===== src/rtl/ddr_pkg.sv =====
// Shared types for the DDR command sequencer: FSM states, command encodings, bus layout.
// Latency: n/a (types and constants only).
// Backpressure: n/a.
package ddr_pkg;

   // Default timing, in core clock cycles
   localparam int unsigned TRCD_DEF      = 2;
   localparam int unsigned TRP_DEF       = 2;
   localparam int unsigned TRFC_DEF      = 8;
   localparam int unsigned TAPW_DEF      = 4;
   localparam int unsigned BURST_CYC_DEF = 2;
   localparam int unsigned TREFI_DEF     = 780;

   // Auto-precharge / precharge-all lives in address bit 10
   localparam int unsigned      AP_BIT    = 10;
   localparam logic [12:0]      A_PRE_ALL = 13'(1) << AP_BIT;

   typedef enum logic [2:0] {
      ST_IDLE,
      ST_ACT,
      ST_XFER,
      ST_HOLD,
      ST_APW,
      ST_PREA,
      ST_REF
   } state_e;

   // {ras_n, cas_n, we_n}
   typedef enum logic [2:0] {
      CMD_NOP = 3'b111,
      CMD_ACT = 3'b011,
      CMD_RD  = 3'b101,
      CMD_WR  = 3'b100,
      CMD_PRE = 3'b010,
      CMD_REF = 3'b001
   } ddr_cmd_e;

   typedef struct packed {
      logic        cs_n;
      ddr_cmd_e    cmd;
      logic [1:0]  ba;
      logic [12:0] a;
   } ddr_bus_t;

   localparam ddr_bus_t BUS_RST = '{cs_n: 1'b1, cmd: CMD_NOP, ba: 2'd0, a: 13'd0};

   // Column address: a[10] = auto-precharge, a[8:1] = column, a[0] = 0
   function automatic logic [12:0] col_addr(input logic ap, input logic [7:0] col);
      return {2'b00, ap, 1'b0, col, 1'b0};
   endfunction

endpackage


===== src/rtl/ddr_reftimer.sv =====
// Refresh interval timer with request/ack latch; a second expiry while pending is dropped.
// Latency: req_o rises on the TREFI-th enabled edge; ack latched one edge after it is seen.
// Backpressure: req_o holds until done_i; ack_i is ignored unless req_o is set.
//
// Ports: clock_i, reset_ni (async active-low), enable_i (timer runs only when high),
//        ack_i (scheduler grant), done_i (refresh finished, clears req/ack),
//        req_o (refresh requested), ack_o (grant latched, pending service).
module ddr_reftimer #(
   parameter int unsigned TREFI = 780
) (
   input  logic clock_i,
   input  logic reset_ni,
   input  logic enable_i,
   input  logic ack_i,
   input  logic done_i,
   output logic req_o,
   output logic ack_o
);

   localparam logic [9:0] RELOAD = 10'(TREFI - 1);

   logic [9:0] cnt_q;

   always_ff @(posedge clock_i or negedge reset_ni) begin
      if (!reset_ni) begin
         cnt_q <= RELOAD;
         req_o <= 1'b0;
         ack_o <= 1'b0;
      end else begin
         if (enable_i) begin
            if (cnt_q == 10'd0) cnt_q <= RELOAD;
            else                cnt_q <= cnt_q - 10'd1;
         end
         if (done_i) begin
            req_o <= 1'b0;
            ack_o <= 1'b0;
         end else begin
            // Setting an already-set req is how a second expiry gets dropped
            if (enable_i && cnt_q == 10'd0) req_o <= 1'b1;
            if (req_o && ack_i)             ack_o <= 1'b1;
         end
      end
   end

endmodule


===== src/rtl/ddr_cmdseq.sv =====
// DDR SDRAM command sequencer: ACTIVE / READ / WRITE-AP / PRECHARGE-all / AUTO REFRESH.
// Latency: every bus output is registered; a command decided at edge k is on the bus in cycle k+1.
// Backpressure: cmd_start_i only taken in IDLE; cmd_susp_i stalls column commands with the row open.
//
// Ports: clock_i/reset_ni; enable_i (init done); cmd_* scheduler command interface;
//        ctl_* one-cycle strobes per issued command; rfc_req_o/rfc_ack_i/rfc_end_o refresh
//        handshake; ddr_* registered DDR command/address bus.
module ddr_cmdseq
   import ddr_pkg::*;
#(
   parameter int unsigned TRCD      = TRCD_DEF,
   parameter int unsigned TRP       = TRP_DEF,
   parameter int unsigned TRFC      = TRFC_DEF,
   parameter int unsigned TAPW      = TAPW_DEF,
   parameter int unsigned BURST_CYC = BURST_CYC_DEF,
   parameter int unsigned TREFI     = TREFI_DEF
) (
   input  logic        clock_i,
   input  logic        reset_ni,
   input  logic        enable_i,
   input  logic        cmd_start_i,
   input  logic        cmd_read_i,
   input  logic        cmd_last_i,
   input  logic        cmd_susp_i,
   input  logic [1:0]  cmd_bank_i,
   input  logic [12:0] cmd_row_i,
   input  logic [7:0]  cmd_col_i,
   output logic        ctl_read_o,
   output logic        ctl_write_o,
   output logic        ctl_active_o,
   output logic        rfc_req_o,
   input  logic        rfc_ack_i,
   output logic        rfc_end_o,
   output logic        ddr_cs_no,
   output logic        ddr_ras_no,
   output logic        ddr_cas_no,
   output logic        ddr_we_no,
   output logic [1:0]  ddr_ba_o,
   output logic [12:0] ddr_a_o
);

   // Wait-count reload values. States that hand over to a state which then issues the
   // next command load T-2; states that issue the next command themselves on expiry
   // (XFER burst gap, PREA, REF) load T-1. Either way the next command lands T cycles
   // after the previous one. Timings below 2 are not supported.
   localparam logic [3:0] LD_TRCD  = 4'(TRCD - 2);
   localparam logic [3:0] LD_TAPW  = 4'(TAPW - 2);
   localparam logic [3:0] LD_BURST = 4'(BURST_CYC - 1);
   localparam logic [3:0] LD_TRP   = 4'(TRP - 1);
   localparam logic [3:0] LD_TRFC  = 4'(TRFC - 1);

   state_e     state_q, state_d;
   logic [3:0] wcnt_q, wcnt_d;
   logic       rd_q, rd_d;
   logic [1:0] bank_q, bank_d;
   logic [7:0] col_q, col_d;
   ddr_bus_t   bus_q, bus_d;
   logic       ctl_read_d, ctl_write_d, ctl_active_d;
   logic       rfc_done;
   logic       ack_lat;

   ddr_reftimer #(.TREFI(TREFI)) u_reftimer (
      .clock_i  (clock_i),
      .reset_ni (reset_ni),
      .enable_i (enable_i),
      .ack_i    (rfc_ack_i),
      .done_i   (rfc_done),
      .req_o    (rfc_req_o),
      .ack_o    (ack_lat)
   );

   always_ff @(posedge clock_i or negedge reset_ni) begin
      if (!reset_ni) begin
         state_q      <= ST_IDLE;
         wcnt_q       <= 4'd0;
         rd_q         <= 1'b0;
         bank_q       <= 2'd0;
         col_q        <= 8'd0;
         bus_q        <= BUS_RST;
         ctl_read_o   <= 1'b0;
         ctl_write_o  <= 1'b0;
         ctl_active_o <= 1'b0;
         rfc_end_o    <= 1'b0;
      end else begin
         state_q      <= state_d;
         wcnt_q       <= wcnt_d;
         rd_q         <= rd_d;
         bank_q       <= bank_d;
         col_q        <= col_d;
         bus_q        <= bus_d;
         ctl_read_o   <= ctl_read_d;
         ctl_write_o  <= ctl_write_d;
         ctl_active_o <= ctl_active_d;
         rfc_end_o    <= rfc_done;
      end
   end

   always_comb begin
      state_d      = state_q;
      wcnt_d       = wcnt_q;
      rd_d         = rd_q;
      bank_d       = bank_q;
      col_d        = col_q;
      bus_d        = bus_q;
      bus_d.cmd    = CMD_NOP;
      ctl_read_d   = 1'b0;
      ctl_write_d  = 1'b0;
      ctl_active_d = 1'b0;
      rfc_done     = 1'b0;

      unique case (state_q)
         ST_IDLE: begin
            // A latched refresh grant beats a start in the same cycle
            if (ack_lat) begin
               bus_d.cmd = CMD_PRE;
               bus_d.a   = A_PRE_ALL;
               wcnt_d    = LD_TRP;
               state_d   = ST_PREA;
            end else if (cmd_start_i && enable_i) begin
               // Row goes straight onto the bus, so it is never stored
               rd_d         = cmd_read_i;
               bank_d       = cmd_bank_i;
               col_d        = cmd_col_i;
               bus_d.cmd    = CMD_ACT;
               bus_d.ba     = cmd_bank_i;
               bus_d.a      = cmd_row_i;
               ctl_active_d = 1'b1;
               wcnt_d       = LD_TRCD;
               state_d      = ST_ACT;
            end
         end
         ST_ACT: begin
            if (wcnt_q == 4'd0) state_d = ST_XFER;
            else                wcnt_d  = wcnt_q - 4'd1;
         end
         ST_XFER: begin
            if (wcnt_q != 4'd0) begin
               wcnt_d = wcnt_q - 4'd1;
            end else if (cmd_susp_i) begin
               // Suspend wins over last; last is looked at again on resume
               state_d = ST_HOLD;
            end else begin
               bus_d.cmd   = rd_q ? CMD_RD : CMD_WR;
               bus_d.ba    = bank_q;
               bus_d.a     = col_addr(cmd_last_i, col_q);
               ctl_read_d  = rd_q;
               ctl_write_d = !rd_q;
               col_d       = col_q + 8'd2;
               if (cmd_last_i) begin
                  wcnt_d  = LD_TAPW;
                  state_d = ST_APW;
               end else begin
                  wcnt_d  = LD_BURST;
               end
            end
         end
         ST_HOLD: begin
            if (!cmd_susp_i) state_d = ST_XFER;
         end
         ST_APW: begin
            if (wcnt_q == 4'd0) state_d = ST_IDLE;
            else                wcnt_d  = wcnt_q - 4'd1;
         end
         ST_PREA: begin
            if (wcnt_q == 4'd0) begin
               bus_d.cmd = CMD_REF;
               wcnt_d    = LD_TRFC;
               state_d   = ST_REF;
            end else begin
               wcnt_d = wcnt_q - 4'd1;
            end
         end
         ST_REF: begin
            if (wcnt_q == 4'd0) begin
               rfc_done = 1'b1;
               state_d  = ST_IDLE;
            end else begin
               wcnt_d = wcnt_q - 4'd1;
            end
         end
         default: state_d = ST_IDLE;
      endcase

      // Idle cycles are NOP when enabled, deselect before init completes
      bus_d.cs_n = (bus_d.cmd == CMD_NOP) ? !enable_i : 1'b0;
   end

   assign ddr_cs_no  = bus_q.cs_n;
   assign ddr_ras_no = bus_q.cmd[2];
   assign ddr_cas_no = bus_q.cmd[1];
   assign ddr_we_no  = bus_q.cmd[0];
   assign ddr_ba_o   = bus_q.ba;
   assign ddr_a_o    = bus_q.a;

endmodule


===== config.mk =====
export PLATFORM = sky130hd
export DESIGN_NAME = ddr_cmdseq
export DESIGN_NICKNAME = d
export VERILOG_FILES = /design/src/rtl/ddr_pkg.sv /design/src/rtl/ddr_reftimer.sv /design/src/rtl/ddr_cmdseq.sv
export SDC_FILE = /design/constraint.sdc
export NUM_CORES = 1
export LEC_CHECK = 0
export CAP_MARGIN = 20
export CORE_UTILIZATION = 44
export DETAILED_ROUTE_END_ITERATION = 16
export GPL_TIMING_DRIVEN = 1
export PLACE_DENSITY = 0.74
export SLEW_MARGIN = 0
export SYNTH_ARGS = -nofsm -noshare
export SYNTH_HDL_FRONTEND = slang
export SYNTH_SLANG_ARGS = --single-unit
export TNS_END_PERCENT = 20

===== constraint.sdc =====
create_clock -name clock_i -period 2.8 [get_ports clock_i]
set_input_delay 0.42 -clock clock_i [delete_from_list [all_inputs] [get_ports clock_i]]
set_output_delay 0.42 -clock clock_i [all_outputs]
set_load 0.05 [all_outputs]

==> out/qor.json, run 1 <==
{
  "outcome": {"value": "finished, final reports clean"},
  "cp-start-kind": {"value": "flop"},
  "post_cts_buffers": {"value": 0},
  "clock_power_share": {"value": 11.9, "unit": "%"},
  "first_global_vias": {"value": 2197},
  "ant_nets": {"value": 0},
  "fillers": {"value": 567},
  "cell_area_after_placement": {"value": 3440, "unit": "um2"},
  "timing.clock.skew": {"value": 8.46, "unit": "ps"},
  "worst_r2r_endpoint": {"value": "ddr_ba_o[1]"},
  "synth.area.top_cells": {"value": "dfrtp_1, dfstp_2, nand2_1, mux2_2, o21ai_0"},
  "h-tree-depth": {"value": 2},
  "io_pins": {"value": 55},
  "power.density": {"value": 1020, "unit": "nW/um2"},
  "grt_max_degree": {"value": 48},
  "cts_inserted_buffers": {"value": 5},
  "ff2ff_path_depth": {"value": 4},
  "synth_warnings": {"value": 0},
  "synth-async-reset-ratio": {"value": 100, "unit": "%"},
  "synth_nets": {"value": 324},
  "post-route-period-util": {"value": 81.2, "unit": "%"},
  "all_layer_gr_usage": {"value": 20.0, "unit": "%"},
  "finalWorstSetupSlack": {"value": 527, "unit": "ps"},
  "portBuffers": {"value": 54},
  "first_pass_iters": {"value": 4},
  "drt_first_iter_violations": {"value": 73},
  "clkLatencyLatePin": {"value": 300, "unit": "ps"},
  "timing.critical_path.to_type": {"value": "flop"},
  "fmaxAchievable": {"value": 440, "unit": "MHz"},
  "setup_violations": {"value": 0},
  "crit_path_max_fanout": {"value": 18},
  "combined_area_of_all_synthesized_cells": {"value": 2810, "unit": "um2"},
  "worstMarginPinSlew": {"value": 622, "unit": "ps"},
  "synth_top_area_share": {"value": 39.2, "unit": "%"},
  "netlist-cell-type-count": {"value": 54},
  "clockBufferDepth": {"value": 2},
  "routed_wire_length_per_instance": {"value": 14.7, "unit": "um"},
  "cts_resized": {"value": 0},
  "setup.reg_to_reg.worst_slack": {"value": 530, "unit": "ps"},
  "critPathArrivalTime": {"value": 2460, "unit": "ps"},
  "detail_route.vias_per_cell": {"value": 5.54},
  "cts_hold_repair.buffers": {"value": 0},
  "cts_sinks": {"value": 53},
  "dieHeight": {"value": 81.9, "unit": "um"},
  "slowest_cell_on_the_critical_path": {"value": "or3b_2"},
  "fin_setup_tns": {"value": 0, "unit": "ps"},
  "power.internal": {"value": 2.07, "unit": "mW"},
  "synth-edff-count": {"value": 0},
  "cap_viol_max_count": {"value": 0},
  "avgSynthCellArea": {"value": 9.71, "unit": "um2"},
  "worst_path_largest_cell_delay": {"value": 690, "unit": "ps"},
  "rsz0062_at_grt": {"value": "false"},
  "timing.rr.start": {"value": "state_q[2]"},
  "design.final.nets": {"value": 380},
  "floorplan.core_area": {"value": 6030, "unit": "um2"},
  "seqCellArea": {"value": 1340, "unit": "um2"},
  "hold_path.class": {"value": "input pin to asynchronous set/reset pin"},
  "global_placer_s_final_weighted_congestion": {"value": 0.945},
  "finalInstanceArea": {"value": 3560, "unit": "um2"},
  "p_sw_share": {"value": 42.8, "unit": "%"},
  "multi_input_comb_area": {"value": 1360, "unit": "um2"},
  "p_leak": {"value": 1.46, "unit": "nW"},
  "synth_area_leader_cell": {"value": "dfrtp_1"},
  "wire_length_of_the_first_global_routing_pass": {"value": 10200, "unit": "um"},
  "timing.hold.ws": {"value": 85.6, "unit": "ps"},
  "critical_path_required": {"value": 2990, "unit": "ps"},
  "pre_cts_ws": {"value": 528, "unit": "ps"},
  "timing_max_transition_violations_final": {"value": 0},
  "floorplan.initialDensity": {"value": 46.6, "unit": "%"},
  "clk_pin_slew_worst_paths": {"value": 90, "unit": "ps"},
  "postSynthRegisterBits": {"value": 53},
  "die-width": {"value": 81.9, "unit": "um"},
  "grt_remaining_overflow": {"value": 0},
  "report.final.hold_viol_count": {"value": 0},
  "power.combinational.fraction": {"value": 49.3, "unit": "%"},
  "post_dp_hpwl": {"value": 4540, "unit": "um"},
  "synth.yosys.seq_area_share": {"value": 47.7, "unit": "%"},
  "drc_violation_count_after_routing": {"value": 0},
  "net-switching-power": {"value": 1.55, "unit": "mW"},
  "route.vias.total": {"value": 2333},
  "cp_top_family": {"value": "simple AND/OR/NAND/NOR gates"},
  "layout-area-overhead-vs-synth": {"value": 26.7, "unit": "%"},
  "total_power": {"value": 3.62, "unit": "mW"},
  "grt_antenna_before_repair": {"value": 0},
  "design.die.area": {"value": 6700, "unit": "um2"},
  "register_share_of_total_power": {"value": 38.7, "unit": "%"},
  "insertedDiodeCount": {"value": 0},
  "max-vdd-ir-drop": {"value": 0.546, "unit": "mV"},
  "criticalPathCategory": {"value": "flop to flop"},
  "row_count": {"value": 28},
  "drt-total-wl": {"value": 6180, "unit": "um"},
  "period_minus_slack": {"value": 2270, "unit": "ps"},
  "final_layout_size_suffix_gt1_share": {"value": 15.0, "unit": "%"},
  "slew-limit-headroom": {"value": 58.5, "unit": "%"},
  "ys.flop_type": {"value": "dfrtp_1"},
  "post_synth_inst_count": {"value": 289},
  "clock-root-buffer": {"value": "clkbuf_8"},
  "tritoncts": {"value": "yes"},
  "cp.buffers_inverters": {"value": 0},
  "crit_path_cell_trace": {"value": "or3b_2 > o32a_4 > nor2_4 > mux2_2"}
}
[metal layers]
layer / vias up / GRT usage, % / routed length (um)
met5: - / 0 / 0
met4: 0 / 6.49 / 72
met3: 11 / 3.22 / 255
met2: 61 / 33.6 / 3020
met1: 1108 / 26.2 / 2830
li1: 1153 / - / -
[state kept, by name (all words and copies together) (netlist names), 2 cells and up]
register	cells
ddr_a_o	13
u_reftimer.cnt_q	10
col_q	8
wcnt_q	4
state_q	3
bank_q	2
ddr_ba_o	2
[worst max-delay path by stage]
stage | cells after the start | endpoint | slack, ps | startpoint
after detailed placement | 6 | wcnt_q[0] | 530 | enable_i
after global placement | 5 | ddr_a_o[10] | 540 | cmd_susp_i
after global routing | 4 | ddr_ba_o[1] | 460 | state_q[2]
final | 4 | ddr_ba_o[1] | 530 | state_q[2]
after floorplan | 6 | col_q[2] | 830 | wcnt_q[0]
after CTS | 4 | ddr_ba_o[1] | 530 | state_q[2]
[power groups by stage]
| stage | Clock [mW] | Sequential [mW] | Combinational [mW] |
|---|---|---|---|
| 2_1_floorplan | 0 | 1.57 | 1.12 |
| 3_3_place_gp | 0 | 1.40 | 1.75 |
| 3_5_place_dp | 0 | 1.41 | 1.78 |
| 4_1_cts | 0.454 | 1.40 | 1.79 |
| 5_1_grt | 0.478 | 1.45 | 1.97 |
| 6_report | 0.432 | 1.40 | 1.79 |
[cell usage after synthesis (3+ instances only)]
cell type,number
a211oi_1,3
a21oi_1,6
a22oi_1,9
a2bb2oi_1,5
a31oi_1,3
and3_1,3
buf_2,7
clkbuf_1,10
dfrtp_1,44
dfstp_2,9
ha_1,4
inv_1,6
mux2_2,11
nand2_1,40
nand3_1,11
nor2_1,23
nor2b_1,3
nor3_1,6
nor3b_1,3
nor4bb_1,5
o21ai_0,22
o22ai_1,3
o2bb2ai_1,3
xnor2_1,3
xor2_1,6
[cell type report]
cell class,instances,share of cell area (%)
Clock buffer,7,2.43
Clock inverter,1,0.211
Inverter,6,0.633
Multi-Input combinational cell,211,38.1
Sequential cell,53,37.6
Tap cell,75,2.64
Timing Repair Buffer,68,18.4
[per-stage QoR]
step	utilization, %	cells
2_1_floorplan	-	289
3_3_place_gp	57.1	412
3_5_place_dp	57.1	412
4_1_cts	58.7	420
5_1_grt	59.0	421
6_report	59.0	421
[placed cells by master, fill, tap and decap left out, types with 6 or more instances in the layout]
master,synthesis,routed
clkdlybuf4s50_1,0,53
dfrtp_1,44,44
nand2_1,40,40
nor2_1,23,23
o21ai_0,22,22
buf_4,1,13
nand3_1,11,11
mux2_2,11,11
a22oi_1,9,9
dfstp_2,9,9
inv_1,6,6
a21oi_1,6,6
xor2_1,6,6
nor3_1,6,6
clkbuf_8,0,6
[cell families after synthesis]
group / count (synthesis) / share of synthesized area, %
xor gates and xnor gates: 9 / 2.81
and+or+nand+nor: 116 / 21.8
buffers and inverters: 25 / 4.06
adders and majority gates: 4 / 1.78
AOI/OAI and AO/OA: 71 / 17.5
DFF: 53 / 47.7
muxes: 11 / 4.41
[worst register-to-register path: cells and delay by family (launching register included)]
family	cells	cell delay, ps
AND/OR/NAND/NOR	2	920
flip-flops	1	560
multiplexers	1	370
AO/OA/AOI/OAI	1	310
(Power assumes the default switching activity.)
==> run 2: changes to the inputs <==
==> constraint.sdc (replaced) <==
create_clock -name clock_i -period 2.34 [get_ports clock_i]
set_input_delay 0.351 -clock clock_i [delete_from_list [all_inputs] [get_ports clock_i]]
set_output_delay 0.351 -clock clock_i [all_outputs]
set_load 0.05 [all_outputs]
==> run 2 against run 1 <==
Compared with the run above:
- die area unchanged
- clock-buffer cell count is 2 lower
- worst setup slack worse by 240 ps
- largest cell class unchanged
==> out/qor.json, run 2 (synthesis results as in run 1) <==
{
  "wire_length_of_the_first_global_routing_pass": {"value": 10500, "unit": "um"},
  "routed_wire_length_per_instance": {"value": 15.2, "unit": "um"},
  "clockBufferDepth": {"value": 2},
  "dieHeight": {"value": 81.9, "unit": "um"},
  "total_power": {"value": 4.42, "unit": "mW"},
  "final_layout_size_suffix_gt1_share": {"value": 16.7, "unit": "%"},
  "timing.clock.skew": {"value": 4.34, "unit": "ps"},
  "worst-path-stages": {"value": 7},
  "row_count": {"value": 28},
  "global_placer_s_final_weighted_congestion": {"value": 0.882},
  "largest_register_ffs": {"value": 13},
  "layout-area-overhead-vs-synth": {"value": 28.5, "unit": "%"},
  "clock-root-buffer": {"value": "clkbuf_8"},
  "utilization": {"value": 59.9, "unit": "%"},
  "cap_viol_max_count": {"value": 0},
  "drt-total-wl": {"value": 6490, "unit": "um"},
  "cts_sinks": {"value": 53},
  "slowest_cell_on_the_critical_path": {"value": "or3b_2"},
  "timing.critical_path.to_type": {"value": "flop"},
  "mostFrequentLayoutCell": {"value": "clkdlybuf4s50_1"},
  "floorplan.core_area": {"value": 6030, "unit": "um2"},
  "grt_max_degree": {"value": 42},
  "h-tree-depth": {"value": 2},
  "worst_r2r_endpoint": {"value": "ddr_a_o[5]"},
  "clkLatencyLatePin": {"value": 310, "unit": "ps"},
  "outcome": {"value": "finished, final reports clean"},
  "critical_path_required": {"value": 2570, "unit": "ps"},
  "timing.rr.start": {"value": "wcnt_q[0]"},
  "setup.reg_to_reg.worst_slack": {"value": 280, "unit": "ps"},
  "crit_path_cell_trace": {"value": "inv_1 > ha_1 > or3b_2 > nor3_2 > buf_4 > a22oi_1 > o21ai_0"},
  "io_pins": {"value": 55},
  "worstMarginPinSlew": {"value": 506, "unit": "ps"},
  "setup_violations": {"value": 0},
  "rsz0062_at_grt": {"value": "false"},
  "clk_pin_slew_worst_paths": {"value": 100, "unit": "ps"},
  "post-route-period-util": {"value": 87.9, "unit": "%"},
  "drc_violation_count_after_routing": {"value": 0},
  "fillers": {"value": 511},
  "pre_cts_ws": {"value": 211, "unit": "ps"},
  "critPathArrivalTime": {"value": 2290, "unit": "ps"},
  "ff2ff_path_depth": {"value": 7},
  "design.final.nets": {"value": 387},
  "finalWorstSetupSlack": {"value": 282, "unit": "ps"},
  "period_minus_slack": {"value": 2060, "unit": "ps"},
  "hold_path.class": {"value": "input pin to asynchronous set/reset pin"},
  "grt_remaining_overflow": {"value": 0},
  "insertedDiodeCount": {"value": 0},
  "grt_antenna_before_repair": {"value": 0},
  "drt_first_iter_violations": {"value": 103},
  "power.density": {"value": 1230, "unit": "nW/um2"},
  "cp.buffers_inverters": {"value": 2},
  "first_pass_iters": {"value": 5},
  "worst_path_largest_cell_delay": {"value": 510, "unit": "ps"},
  "first_global_vias": {"value": 2296},
  "p_leak": {"value": 1.49, "unit": "nW"},
  "start_point_of_the_critical_path": {"value": "wcnt_q[0]"},
  "crit_path_max_fanout": {"value": 8},
  "cts_inserted_buffers": {"value": 5},
  "tritoncts": {"value": "yes"},
  "slew-limit-headroom": {"value": 66.2, "unit": "%"},
  "timing.hold.ws": {"value": 453, "unit": "ps"},
  "all_layer_gr_usage": {"value": 20.8, "unit": "%"},
  "fin_setup_tns": {"value": 0, "unit": "ps"},
  "detail_route.vias_per_cell": {"value": 5.50},
  "floorplan.initialDensity": {"value": 46.6, "unit": "%"},
  "post_dp_hpwl": {"value": 4780, "unit": "um"},
  "endpoint": {"value": "ddr_a_o[5]"},
  "cp-start-kind": {"value": "flop"},
  "portBuffers": {"value": 54},
  "route.vias.total": {"value": 2356},
  "criticalPathCategory": {"value": "flop to flop"},
  "die-width": {"value": 81.9, "unit": "um"},
  "cp_top_family": {"value": "simple AND/OR/NAND/NOR gates"},
  "timing_max_transition_violations_final": {"value": 0},
  "report.final.hold_viol_count": {"value": 0},
  "max-vdd-ir-drop": {"value": 0.735, "unit": "mV"},
  "ant_nets": {"value": 0},
  "fmaxAchievable": {"value": 486, "unit": "MHz"},
  "highest_count_cells_in_the_layout_ignoring_fill_and_taps": {"value": "clkdlybuf4s50_1, dfrtp_1, nand2_1"},
  "design.die.area": {"value": 6700, "unit": "um2"}
}
[run 2: cell count changes in the layout (fill, tap and decap cells not counted), sizes merged]
cell         before  now
inv               6    7
clkbuf            7    5
dlygate4sd3       0    1
clkinv            0    1
buf              15   21
[run 2: how the worst min path moves through the flow]
stage	from	to	slack, ps	cells past startpoint
2_1_floorplan	reset_ni	bank_q[0]	60	0
4_1_cts	reset_ni	wcnt_q[1]	450	2
6_report	reset_ni	wcnt_q[1]	450	2
3_5_place_dp	reset_ni	wcnt_q[1]	270	1
3_3_place_gp	reset_ni	wcnt_q[1]	260	1
5_1_grt	reset_ni	wcnt_q[2]	490	2
[run 2: through the flow]
step	area (um2)	std cells
after CTS	3610	428
after global routing	3610	428
after floorplan	2810	289
after detailed placement	3510	419
after global placement	3510	419
final	3610	428
[run 2: layout make-up]
class / count / area (um2) / share of cell area, %
Timing Repair Buffer: 75 / 708 / 19.6
Tap cell: 75 / 93.8 / 2.60
Multi-Input combinational cell: 211 / 1360 / 37.6
Clock inverter: 3 / 21.3 / 0.590
Clock buffer: 5 / 68.8 / 1.91
Sequential cell: 53 / 1340 / 37.1
Inverter: 6 / 22.5 / 0.624
[run 2: power breakdown]
part / switching [mW] / leakage [nW] / internal, mW / total [mW]
Combinational: 1.28 / 0.794 / 0.977 / 2.26
Sequential: 0.326 / 0.656 / 1.31 / 1.63
Clock: 0.321 / 0.0445 / 0.213 / 0.534
Total: 1.93 / 1.49 / 2.49 / 4.42
[run 2: repair_timing]
item / CTS / global route
buffers inserted: 0 / 0
endpoints found under the hold margin: 4 / 0
gates resized for setup: 0 / 0
hold buffers: 1 / 0
[run 2: layer usage]
layer | vias to the layer above | track usage (%) | wire, um
met4 | 0 | 6.84 | 73
met5 | - | 0 | 0
met1 | 1133 | 27.6 | 2940
met3 | 8 | 4.44 | 263
met2 | 52 | 33.6 | 3210
li1 | 1163 | - | -
